==> config.mk <==
export PLATFORM = sky130hd
export DESIGN_NAME = lzd_sched
export DESIGN_NICKNAME = d
export VERILOG_FILES = /design/src/rtl/lzd_sched.sv
export SDC_FILE = /design/constraint.sdc
export NUM_CORES = 1
export LEC_CHECK = 0
export BUFFER_PORTS_ARGS = -buffer_cell sky130_fd_sc_hd__buf_4
export CAP_MARGIN = 5
export CORE_ASPECT_RATIO = 1.2
export CORE_MARGIN = 2
export CORE_UTILIZATION = 51
export CTS_CLUSTER_SIZE = 25
export DETAILED_ROUTE_END_ITERATION = 12
export PLACE_DENSITY = 0.84
export SLEW_MARGIN = 20
export SYNTH_ARGS = -nofsm -noshare
export SYNTH_HDL_FRONTEND = slang
export SYNTH_SLANG_ARGS = --single-unit
==> constraint.sdc <==
create_clock -name clk -period 3.7 [get_ports clk]
set_clock_uncertainty 0.2 [all_clocks]
set_input_delay 0.37 -clock clk [delete_from_list [all_inputs] [get_ports clk]]
set_output_delay 0.37 -clock clk [all_outputs]
set_load 0.02 [all_outputs]
==> src/rtl/lzd_sched.sv <==
// lzd_sched: arbitrates two requesters onto a shared leading-zero detector and normalizes the operand; `LZD_SCHED_RR_EN selects round-robin over fixed priority
module lzd_sched #(
  parameter int TIMEOUT = 7
) (
  input  logic       clk,
  input  logic       rst_n,
  input  logic       req0_valid,
  input  logic [7:0] req0_data,
  output logic       req0_ready,
  input  logic       req1_valid,
  input  logic [7:0] req1_data,
  output logic       req1_ready,
  output logic       lzd_en,
  output logic [7:0] lzd_in,
  input  logic [3:0] lzd_out,
  input  logic       lzd_done,
  output logic       rsp_valid,
  output logic       rsp_id,
  output logic [7:0] rsp_norm,
  output logic [3:0] rsp_cnt,
  output logic       rsp_err,
  input  logic       rsp_ready
);
  typedef enum logic [1:0] {IDLE, ISSUE, WAIT, RESP} state_t;
  localparam logic [3:0] WLAST = 4'(TIMEOUT - 1);
  state_t state, state_nx;
  logic [7:0] op;
  logic       id;
  logic [3:0] cnt;
  logic [3:0] wdog;
  logic       err;
  logic       gnt0;
  logic       gnt1;
  logic       grant;
  logic       tmo;
`ifdef LZD_SCHED_RR_EN
  logic last;
  assign gnt1 = req1_valid & (~req0_valid | ~last);
  // remember who won last so a contested grant alternates; reset favours requester 0
  always_ff @(posedge clk or negedge rst_n)
    if (!rst_n) last <= 1'b1;
    else if (grant) last <= gnt1;
`else
  assign gnt1 = req1_valid & ~req0_valid;
`endif
  assign gnt0  = req0_valid & ~gnt1;
  assign grant = (state == IDLE) & (gnt0 | gnt1);
  assign tmo   = (state == WAIT) & ~lzd_done & (wdog == WLAST);
  // next-state sequencing of one operation at a time
  always_comb begin
    state_nx = state;
    case (state)
      IDLE:    state_nx = grant ? ISSUE : IDLE;
      ISSUE:   state_nx = WAIT;
      WAIT:    state_nx = (lzd_done | tmo) ? RESP : WAIT;
      default: state_nx = rsp_ready ? IDLE : RESP;
    endcase
  end
  // state register plus operand latch, watchdog and result capture
  always_ff @(posedge clk or negedge rst_n)
    if (!rst_n) begin
      state <= IDLE;
      op    <= '0;
      id    <= 1'b0;
      cnt   <= '0;
      wdog  <= '0;
      err   <= 1'b0;
    end else begin
      state <= state_nx;
      if (grant) begin
        op <= gnt1 ? req1_data : req0_data;
        id <= gnt1;
      end
      if (state == ISSUE) wdog <= '0;
      else if (state == WAIT) wdog <= wdog + 4'd1;
      if (state == WAIT && lzd_done) begin
        cnt <= (lzd_out > 4'd8) ? 4'd8 : lzd_out;
        err <= 1'b0;
      end else if (tmo) begin
        cnt <= 4'd8;
        err <= 1'b1;
      end
    end
  assign req0_ready = (state == IDLE) & gnt0;
  assign req1_ready = (state == IDLE) & gnt1;
  assign lzd_en     = (state == ISSUE);
  assign lzd_in     = (state == ISSUE || state == WAIT) ? op : 8'h00;
  assign rsp_valid  = (state == RESP);
  assign rsp_id     = id;
  assign rsp_cnt    = cnt;
  assign rsp_err    = err;
  assign rsp_norm   = cnt[3] ? 8'h00 : (op << cnt[2:0]);
endmodule

# Yosys cells after proc, flatten, opt, wreduce, memory -nomap -nowiden
# Cells that the tools add are included.
# Widths: inputs -> output; s select.
dict set report totals {
  word_cells 44
  in_bits 26
  output_inout_bits 26
  reg_bits 20
}
dict set report op_classes {
  n_bitwise 12
  n_eq_ne 4
  mux 14
  n_lt_le_gt_ge 1
  n_addsub 1
  reduce_logical 5
  shifts 1
}
# operator n
set op_table {}
lappend op_table {{$mux 8} 3}
lappend op_table {{$mux 4} 5}
lappend op_table {{$shl 8x3->8} 1}
lappend op_table {{$and 1x1->1} 7}
lappend op_table {{$pmux 2 s3} 1}
lappend op_table {{$add 4x1->4 const B} 1}
lappend op_table {{$eq 2x2->1 const B} 2}
lappend op_table {{$eq 4x3->1 const B} 1}
lappend op_table {{$gt 4x4->1 const B} 1}
lappend op_table {{$mux 1} 4}
lappend op_table {{$reduce_bool 2->1} 2}
lappend op_table {{$not 1->1} 3}
lappend op_table {{$eq 2x1->1 const B} 1}
lappend op_table {{$logic_not 2->1} 1}
lappend op_table {{$mux 2} 1}
lappend op_table {{$or 1x1->1} 2}
lappend op_table {{$logic_and 1x1->1} 1}
lappend op_table {{$logic_or 1x1->1} 1}

# Logic depth before layout (Yosys ltp)
dict set report logic_depth {
  depth_word 8
  ltp_mapped 6
  ltp_nobuf 5
}

# Worst setup path before layout
# No wires, ideal clock.
dict set report synth_timing {
  path_kind {reg2out}
  startpoint {register cnt[0] (netlist: rsp_cnt[0])}
  endpoint {output port rsp_norm[3]}
  stages_incl_launch_ff 4
  t_arrival_ns 1.549
  t_required_ns 3.130
  path_buffers 1
  path_slack_ns 1.581
  cell_sequence {dfrtp_1 > buf_4 > mux2_2 > nor3_1}
}
dict set report synth_via {
  elab_chain_cells 2
}
# item line
set synth_lines {}
lappend synth_lines {{from (decl)} 29} ;# logic [3:0] cnt;
lappend synth_lines {{from (signal assigned)} 77} ;# cnt <= (lzd_out > 4'd8) ? 4'd8 : lzd_out;
lappend synth_lines {{$shl 8x3->8} 92} ;# assign rsp_norm = cnt[3] ? 8'h00 : (op << cnt[2:0]);
lappend synth_lines {{$mux 8} 92}
lappend synth_lines {{to (decl)} 19} ;# output logic [7:0] rsp_norm,
# Every way passes these cells.

# Worst setup path after layout
dict set report layout_timing {
  startpoint {register cnt[2] (netlist: rsp_cnt[2])}
  endpoint {output port rsp_norm[5]}
}
# The elaborated chain is that of the path after synthesis.

==> flow_summary.toml <==
[global_routing]
grtUsageTotal = 0.232
grt_max_degree = 21
grt_pass1_wl_microns = 5230
antenna_found_initial = 0
grt_overflow = 0
grt_pass1_vias = 1157

[drt]
via_per_inst = 5.67
via_count = 1186
drtIter0Drc = 24
post_drt_wl_per_cell_microns = 15.1
route.detailed.drc = 0
finalWirelength_microns = 3150
ant_nets = 0
first_pass_iters = 4

[final_layout]
nNetsFinal = 209
drive_above_1_share = 0.347
fillers = 215
insertedDiodeCount = 0
stdcell_count = 209
area_delta_synth_final_pct = 33.1

[yosys]
ys_ff_latch = 20
yosysWarnings = 0
synth_nets = 159
syn_avg_cell_area_sq_um = 10.2
synth.distinct_cells = 35
netlist_area_sq_um = 1300
syn_inst = 127
seq_area_frac_synth = 0.385

[timing]
slew_headroom = 0.639
drv_slew = 0
setup_tns_ps = 0
rsz0062_at_grt = "false"
min_period_ps = 2480
fmax_mhz = 403
finalSetupViolCount = 0
hold_viol = 0
tightest_slew_ps = 541
min_period_over_period = 0.670

[setup_path]
critPathCaptureType = "primary output"
critical_path_required_ps = 3130
critical_path_arrival_ps = 1910
worstSetupPathType = "flip-flop to primary output"
crit_fanout = 13
startpoint_type = "flip-flop"

[place]
dp.cells = 204
post-dp-hpwl_microns = 2450
port_buffers = 51
gp_congestion = 0.782

[flow_run]
cap_viol_max_count = 0

[die]
die_area_sq_um = 2970
initial_utilization = 0.525
placementRows = 20
design.core.area_sq_um = 2480
die_y_microns = 59.3
ios = 52
die_width_microns = 50.1

[clocking]
cts_sinks = 20
root_buffer = "clkbuf_4"
cts_max_level = 1
cts_buffers = 3
clk_latency_ps = 310
post_cts_buffers = 0
ctsResizeCount = 0
postCtsHoldBufs = 1
cts.clk_slew.worst_paths_ps = 110
cts_max_path_buffers = 2
cts_tree = "yes"

[power_and_ir_drop]
p_per_area_nw_per_um2 = 923
p_leak_uw = 0.000854
ir_worst_vdd_uv = 495

[worst_hold_path]
hold_path_class = "input pin to flip-flop"

[outcome]
status = "finished, final reports clean"
cell usage after synthesis, drive strengths merged:
library cell | count | area (sq um)
nor2 | 6 | 22.5
and4b | 1 | 10.0
mux4 | 3 | 71.3
mux2 | 2 | 22.5
nand2b | 1 | 6.26
ha | 6 | 75.1
buf | 4 | 28.8
dfrtp | 20 | 500
o221ai | 1 | 8.76
a22oi | 1 | 7.51
a21o | 1 | 7.51
nand3 | 1 | 5.00
and2 | 9 | 56.3
clkbuf | 3 | 11.3
nand3b | 2 | 15.0
and3b | 1 | 8.76
nor4 | 1 | 6.26
o21ai | 9 | 48.8
nor3b | 1 | 7.51
o41ai | 1 | 8.76
and3 | 2 | 12.5
mux2i | 8 | 80.1
nor2b | 3 | 18.8
nand2 | 7 | 26.3
a2111oi | 1 | 15.0
o22ai | 1 | 6.26
nor3 | 1 | 5.00
a22o | 18 | 158
a21oi | 5 | 25.0
inv | 7 | 26.3
cells in the final DEF, fill, tap and decap left out:
master         netlist  final
dlygate4sd3_1        0      1
mux2i_1              8      8
o221ai_1             1      1
nand2b_1             1      1
nand2_1              7      7
a21o_1               1      1
o41ai_1              1      1
and3b_1              1      1
nand3b_1             2      2
o21ai_0              6      6
o22ai_1              1      1
nand3_1              1      1
dfrtp_1             20     20
o21ai_1              2      2
a21oi_1              5      5
nor2b_1              3      3
and3_1               2      2
and2_1               9      9
ha_1                 6      6
a22oi_1              1      1
clkbuf_4             0      3
clkbuf_8             0      1
buf_4                1     51
nor2_1               6      6
mux4_2               2      2
a2111oi_2            1      1
and4b_1              1      1
a22o_1              18     18
nor3_1               1      1
nor3b_1              1      1
inv_1                7      7
nor4_1               1      1
o21ai_2              1      1
mux2_2               2      2
mux4_1               1      1
critical path: stages, from the launching register on:
cell     delay (ps)
dfrtp_1         660
mux4_2          570
nand3_1         110
o41ai_1          80
buf_4           180
metrics by stage:
| step | total power (uW) | cell area [sq um] | hold slack, ps | setup slack (ps) | util |
|---|---|---|---|---|---|
| 2_1_floorplan | 1130 | 1300 | -126 | 1580 | - |
| 3_3_place_gp | 1430 | 1690 | 60.0 | 1620 | 0.680 |
| 3_5_place_dp | 1470 | 1690 | 65.9 | 1570 | 0.680 |
| 4_1_cts | 1610 | 1730 | 12.3 | 1200 | 0.699 |
| 5_1_grt | 1710 | 1730 | 1.98 | 1100 | 0.699 |
| 6_report | 1600 | 1730 | 22.7 | 1220 | 0.699 |
power breakdown:
part / internal, uW / leakage (uW) / switching (uW)
combinational: 481 / 0.000583 / 496
sequential: 320 / 0.000250 / 170
clock: 60.2 / 0.0000210 / 70.8
total: 861 / 0.000854 / 737
cells by family after synthesis:
logic type | synth area share
adders and majority gates | 0.0577
and+or+nand+nor | 0.154
buffers and inverters | 0.0510
muxes | 0.134
DFF | 0.385
AOI/OAI and AO/OA | 0.219
worst paths after layout:
kind                                              from             endpoint  slack (ps)  depth (start not counted)
worst max-delay path            rsp_cnt[2]$_DFFE_PN0P_          rsp_norm[5]        1220                          4
worst min-delay path                         rsp_ready   state[1]$_DFF_PN0_          20                          2
worst max register to register      state[0]$_DFF_PN0_  wdog[3]$_DFFE_PN0N_        1950                          4
worst min register to register      rsp_id$_DFFE_PN0P_   rsp_id$_DFFE_PN0P_         300                          1
max in group asynchronous                        rst_n    op[1]$_DFFE_PN0P_        2840                          2
min in group asynchronous                        rst_n  wdog[2]$_DFFE_PN0N_         250                          2
cell type report:
class                   count  area, sq um  area share
clock buffers               4         36.3      0.0210
repair buffers             52          393       0.227
flip-flops and latches     20          500       0.289
inverters                   7         26.3      0.0152
multi-input cells          93          734       0.424
well taps                  33         41.3      0.0238
metal layers:
metal,global-route usage,up-vias,wire [microns]
met5,0,-,0
met4,0.0992,0,51
met3,0.0328,6,135
met2,0.423,38,1700
met1,0.270,578,1260
li1,-,564,-
registers in the layout, summed over array words and instances, names as in the netlist:
name,count
op,8
rsp_cnt,4
wdog,4
state,2
rsp_err,1
rsp_id,1
No activity file was read; power rests on OpenSTA's default activity.
